--- src/rtl/alu_pkg.sv ---
// Shared ALU constants: opcode field encodings and flag-vector bit positions.
package alu_pkg;

  // op[2:1] value that marks an arithmetic operation
  localparam logic [1:0] OP_ARITH = 2'b11;
  // op[0] values selecting adder or subtractor carries
  localparam logic OP_ADD_BIT = 1'b0;
  localparam logic OP_SUB_BIT = 1'b1;

  // Bit positions inside the packed flag vector
  localparam int unsigned FLAG_C    = 0;
  localparam int unsigned FLAG_N    = 1;
  localparam int unsigned FLAG_Z    = 2;
  localparam int unsigned FLAG_V    = 3;
  localparam int unsigned NUM_FLAGS = 4;

endpackage

--- src/rtl/flags_calc.sv ---
// Combinational C/N/Z/V flag computation for a WIDTH-bit ALU result.
// Optional even-parity output p when ALU_FLAGS_PARITY_EN is defined.
module flags_calc
  import alu_pkg::*;
#(
  parameter int unsigned WIDTH = 32
) (
  input  logic [2:0]       op,
  input  logic [WIDTH-1:0] result,
  input  logic             co_add,
  input  logic             co_prev_add,
  input  logic             co_sub,
  input  logic             co_prev_sub,
  output logic             c,
  output logic             n,
  output logic             z,
  output logic             v
`ifdef ALU_FLAGS_PARITY_EN
  ,
  output logic             p
`endif
);

  logic is_arith;
  logic is_sub;

  // Carry and overflow only have meaning for arithmetic ops; logic ops force them low.
  always_comb begin
    is_arith = (op[2:1] == OP_ARITH);
    is_sub   = (op[0] == OP_SUB_BIT);
    c = 1'b0;
    v = 1'b0;
    if (is_arith) begin
      if (is_sub) begin
        c = co_sub;
        v = co_sub ^ co_prev_sub;
      end else begin
        c = co_add;
        v = co_add ^ co_prev_add;
      end
    end
    n = result[WIDTH-1];
    z = (result == '0);
  end

`ifdef ALU_FLAGS_PARITY_EN
  // Even parity: 1 when the result has an even number of set bits
  assign p = ~^result;
`endif

endmodule

--- src/rtl/alu_flags_reg.sv ---
// Registered ALU flag stage: computes C/N/Z/V, holds them in a single-entry
// valid/ready output register, and tracks sticky C/V plus a saturating
// overflow-event counter. Define ALU_FLAGS_PARITY_EN to add the parity flag p.
module alu_flags_reg
  import alu_pkg::*;
#(
  parameter int unsigned WIDTH = 32,
  parameter int unsigned CNT_W = 8
) (
  input  logic             clk,
  input  logic             reset_n,
  input  logic             in_valid,
  output logic             in_ready,
  input  logic [2:0]       op,
  input  logic [WIDTH-1:0] result,
  input  logic             co_add,
  input  logic             co_prev_add,
  input  logic             co_sub,
  input  logic             co_prev_sub,
  output logic             out_valid,
  input  logic             out_ready,
  output logic             c,
  output logic             n,
  output logic             z,
  output logic             v,
  output logic             sticky_c,
  output logic             sticky_v,
  output logic [CNT_W-1:0] ovf_cnt,
  input  logic             clr_sticky
`ifdef ALU_FLAGS_PARITY_EN
  ,
  output logic             p
`endif
);

  logic                 c_i, n_i, z_i, v_i;
  logic [NUM_FLAGS-1:0] flags_i;
  logic [NUM_FLAGS-1:0] flags_q, flags_d;
  logic                 out_valid_q, out_valid_d;
  logic                 sticky_c_q, sticky_c_d;
  logic                 sticky_v_q, sticky_v_d;
  logic [CNT_W-1:0]     ovf_cnt_q, ovf_cnt_d;
  logic                 accept;

`ifdef ALU_FLAGS_PARITY_EN
  logic p_i, p_q, p_d;
`endif

  flags_calc #(
    .WIDTH(WIDTH)
  ) u_flags_calc (
    .op         (op),
    .result     (result),
    .co_add     (co_add),
    .co_prev_add(co_prev_add),
    .co_sub     (co_sub),
    .co_prev_sub(co_prev_sub),
    .c          (c_i),
    .n          (n_i),
    .z          (z_i),
    .v          (v_i)
`ifdef ALU_FLAGS_PARITY_EN
    ,
    .p          (p_i)
`endif
  );

  // Pack computed flags; the output register can be refilled in the cycle it drains
  always_comb begin
    flags_i         = '0;
    flags_i[FLAG_C] = c_i;
    flags_i[FLAG_N] = n_i;
    flags_i[FLAG_Z] = z_i;
    flags_i[FLAG_V] = v_i;
    in_ready        = !out_valid_q || out_ready;
    accept          = in_valid && in_ready;
  end

  // Output register next state: load on accept, drop valid once consumed
  always_comb begin
    flags_d     = flags_q;
    out_valid_d = out_valid_q;
`ifdef ALU_FLAGS_PARITY_EN
    p_d         = p_q;
`endif
    if (accept) begin
      flags_d     = flags_i;
      out_valid_d = 1'b1;
`ifdef ALU_FLAGS_PARITY_EN
      p_d         = p_i;
`endif
    end else if (out_ready) begin
      out_valid_d = 1'b0;
    end
  end

  // Sticky flags and counter: a same-cycle accept overrides the clear
  always_comb begin
    sticky_c_d = sticky_c_q;
    sticky_v_d = sticky_v_q;
    ovf_cnt_d  = ovf_cnt_q;
    if (accept) begin
      if (clr_sticky) begin
        sticky_c_d = c_i;
        sticky_v_d = v_i;
        ovf_cnt_d  = CNT_W'(v_i);
      end else begin
        sticky_c_d = sticky_c_q | c_i;
        sticky_v_d = sticky_v_q | v_i;
        if (v_i && (ovf_cnt_q != '1)) begin
          ovf_cnt_d = ovf_cnt_q + CNT_W'(1);
        end
      end
    end else if (clr_sticky) begin
      sticky_c_d = 1'b0;
      sticky_v_d = 1'b0;
      ovf_cnt_d  = '0;
    end
  end

  // State registers with asynchronous active-low reset
  always_ff @(posedge clk or negedge reset_n) begin
    if (!reset_n) begin
      flags_q     <= '0;
      out_valid_q <= 1'b0;
      sticky_c_q  <= 1'b0;
      sticky_v_q  <= 1'b0;
      ovf_cnt_q   <= '0;
`ifdef ALU_FLAGS_PARITY_EN
      p_q         <= 1'b0;
`endif
    end else begin
      flags_q     <= flags_d;
      out_valid_q <= out_valid_d;
      sticky_c_q  <= sticky_c_d;
      sticky_v_q  <= sticky_v_d;
      ovf_cnt_q   <= ovf_cnt_d;
`ifdef ALU_FLAGS_PARITY_EN
      p_q         <= p_d;
`endif
    end
  end

  assign out_valid = out_valid_q;
  assign c         = flags_q[FLAG_C];
  assign n         = flags_q[FLAG_N];
  assign z         = flags_q[FLAG_Z];
  assign v         = flags_q[FLAG_V];
  assign sticky_c  = sticky_c_q;
  assign sticky_v  = sticky_v_q;
  assign ovf_cnt   = ovf_cnt_q;
`ifdef ALU_FLAGS_PARITY_EN
  assign p         = p_q;
`endif

endmodule

--- config.mk ---
export PLATFORM = sky130hd
export DESIGN_NAME = alu_flags_reg
export DESIGN_NICKNAME = d
export VERILOG_FILES = /design/src/rtl/alu_pkg.sv /design/src/rtl/flags_calc.sv /design/src/rtl/alu_flags_reg.sv
export SDC_FILE = /design/constraint.sdc
export NUM_CORES = 1
export LEC_CHECK = 0
export BUFFER_PORTS_ARGS = -buffer_cell sky130_fd_sc_hd__buf_2
export CAP_MARGIN = 10
export CORE_MARGIN = 2
export CORE_UTILIZATION = 32
export DETAILED_ROUTE_END_ITERATION = 12
export PLACE_DENSITY = 0.68
export SKIP_CTS_REPAIR_TIMING = 1
export SKIP_LAST_GASP = 1
export SYNTH_ARGS = -nofsm -noshare
export SYNTH_HDL_FRONTEND = slang
export SYNTH_SLANG_ARGS = --single-unit
--- constraint.sdc ---
create_clock -name clk -period 1.4 [get_ports clk]
set_input_delay 0.07 -clock clk [delete_from_list [all_inputs] [get_ports clk]]
set_output_delay 0.07 -clock clk [all_outputs]
set_load 0.01 [all_outputs]
==> impl_metrics.yaml <==
outcome:
  outcome: "complete, but fails checks"
  violations: "negative setup slack"
yosys:
  synth_edf_count: 0
  syn-num-nets: 127
  syn-cell-area_um2: 836
  synth_top_family_by_area: "simple AND/OR/NAND/NOR gates"
  ys_ff_latch: 15
  postSynthCellCount: 82
  seq_area_frac_synth: 0.449
  synth_compound_area_frac: 0.0928
  synthSimpleGateAreaFrac: 0.308
  synth_adder_area_share: 0.0150
  ys_warn_count: 0
  ys.flop_type: "dfrtp_1"
  synthXorXnorAreaFrac: 0.0419
  synth_cell_types: 28
  synth_mux_area_frac: 0.0659
  avgSynthCellArea_um2: 10.2
  async_flop_share: 1.00
drt:
  drc_errors: 0
  ant_nets: 0
  routedWlPerCell_um: 13.4
  num_vias: 968
  viasPerCell: 5.12
  first_iter_violations: 7
  drt-total-wl_mm: 2.52
  firstDrtPassIters: 4
grt:
  gr-usage-met1: 0.177
  gr-usage-met2: 0.345
  track_usage: 0.183
  top_usage_layer: "met2"
  met3_usage: 0.0511
  grt_pass1_vias: 924
  grt_pass1_wl_mm: 3.75
  grt_max_degree: 16
  grt_remaining_overflow: 0
  antenna_found_initial: 0
pwr:
  ir_drop_mv: 0.446
  p_leak_uw: 0.000693
  p_per_area_nw_per_um2: 674
clocking:
  clock-sinks: 15
  cts_tree: "built"
  root_buffer: "clkbuf_4"
  cts_buffer_depth: 2
  cts.clk_slew.worst_paths_ns: 0.09
  cts_max_level: 1
  cts_inserted_buffers: 3
  clkLatencyLatePin_ns: 0.30
placed_design:
  pre_cts_ws_ns: -0.133
  place_congestion: 0.826
  placed_cell_area_um2: 1260
  placed_cells: 180
  port_buffers: 59
  dp_hpwl_mm: 2.00
critical_path:
  cp.required_ns: 1.59
  cp.arrival_ns: 1.80
  crit_type: "reg -> reg"
  cp_max_fo: 3
  cp-start-kind: "register"
  end_kind: "register"
sta:
  maxSlewViolCount: 0
  setup_slack_ns: -0.205
  rsz0062_at_grt: "yes"
  clock_skew_ns: 0.00382
  tns_ns: -0.973
  report.final.hold_viol_count: 0
  tightest_slew_ns: 0.717
  relSlewSlack: 0.513
  fin_crit_sh: 1.15
  min_period_ns: 1.60
  max_clock_freq_mhz: 623
  setup_violations: 8
floorplanning:
  start_util: 0.337
  fp.dieH_um: 55.1
  core_um2: 2480
  die_area_um2: 3040
  die_w_um: 55.1
  ios: 60
  rows: 18
final_layout:
  antennaDiodeCount: 0
  stdcell_area_um2: 1370
  fin_cells: 189
  fin_nets: 205
  synthToLayoutAreaGrowth_pct: 63.8
  drive_above_1_share: 0.553
min_path:
  min_path_type: "in -> reg"
job:
  drv_cap: 0
-- area by class of cell --
cell class | instances | area (µm²)
Fill cell | 264 | 1110
Timing Repair Buffer | 73 | 407
Multi-Input combinational cell | 62 | 504
Inverter | 5 | 18.8
Sequential cell | 15 | 375
Clock buffer | 4 | 26.3
Tap cell | 30 | 37.5
-- cell usage after synthesis (3+ instances only) --
cell / n / share of area
dfrtp_1: 15 / 0.45
nor4_1: 10 / 0.075
and3_1: 5 / 0.037
inv_1: 5 / 0.022
nand2_1: 5 / 0.022
nor2_1: 5 / 0.022
nand3_1: 4 / 0.024
a21oi_1: 3 / 0.018
mux2i_1: 3 / 0.036
-- power by group --
group	leakage (µW)	internal (µW)	switching, µW
Clock	0.0000150	111	157
Sequential	0.000202	450	9.25
Combinational	0.000476	96.8	98.0
Total	0.000693	658	265
-- cell families (layout without fill, tap and decap cells) --
family                     Yosys count  count (layout)
and+or+nand+nor                     39              40
DFF                                 15              15
AOI/OAI and AO/OA                   12              12
buffers and inverters                6              82
muxes                                5               5
xor gates and xnor gates             4               4
adders and majority gates            1               1
-- critical path: stages (launching register included) --
cell	delay, ns
dfrtp_1	0.38
ha_2	0.23
nand3_4	0.09
nor3_4	0.31
buf_6	0.17
nor4b_4	0.04
xnor2_1	0.21
nor2_1	0.05
-- worst paths after layout --
| kind | from | to | slack (ns) | cells after the start |
|---|---|---|---|---|
| min | result[31] | flags_q[1] | 0.02 | 2 |
| min in group asynchronous | reset_n | ovf_cnt[6] | 0.20 | 2 |
| max in group asynchronous | reset_n | sticky_c | 0.94 | 2 |
| max | ovf_cnt[1] | ovf_cnt[2] | -0.20 | 7 |
| max reg2reg | ovf_cnt[1] | ovf_cnt[2] | -0.20 | 7 |
| min reg2reg | flags_q[3] | flags_q[3] | 0.48 | 1 |
-- metrics by stage --
| stage | hold slack [ns] | total power [µW] | utilization |
|---|---|---|---|
| global placement | -0.0101 | 650 | 0.508 |
| global route | 0.00966 | 979 | 0.553 |
| detailed placement | 0.00179 | 655 | 0.508 |
| floorplan | -0.226 | 537 | - |
| finish | 0.0164 | 923 | 0.553 |
| CTS | -0.331 | 924 | 0.519 |
-- registers in the layout (all words and copies together), names as in the netlist --
name / flops
flags_q: 4
out_valid: 1
ovf_cnt: 8
sticky_c: 1
sticky_v: 1
-- placed cells by master, fill, tap and decap left out, types with 2 or more instances in the layout --
master / netlist / final
clkbuf_4: 0 / 3
xor2_1: 2 / 2
nor3_2: 0 / 2
nor4_1: 10 / 9
a21o_1: 2 / 2
nor2_1: 5 / 5
nand4_1: 2 / 2
o22ai_1: 2 / 2
nor3_4: 2 / 2
dfrtp_1: 15 / 15
a21oi_1: 3 / 3
buf_4: 0 / 12
buf_2: 0 / 59
xnor2_1: 2 / 2
mux2i_1: 3 / 3
inv_1: 5 / 5
and3_1: 5 / 5
nand3_1: 4 / 3
nand2_1: 5 / 5
o31ai_1: 2 / 2
-- per-layer routing --
metal / up-vias / share of wire
met5: - / 0
met4: 0 / 0.021
met3: 4 / 0.077
met2: 50 / 0.54
met1: 448 / 0.36
li1: 466 / -
(Power assumes the default switching activity.)
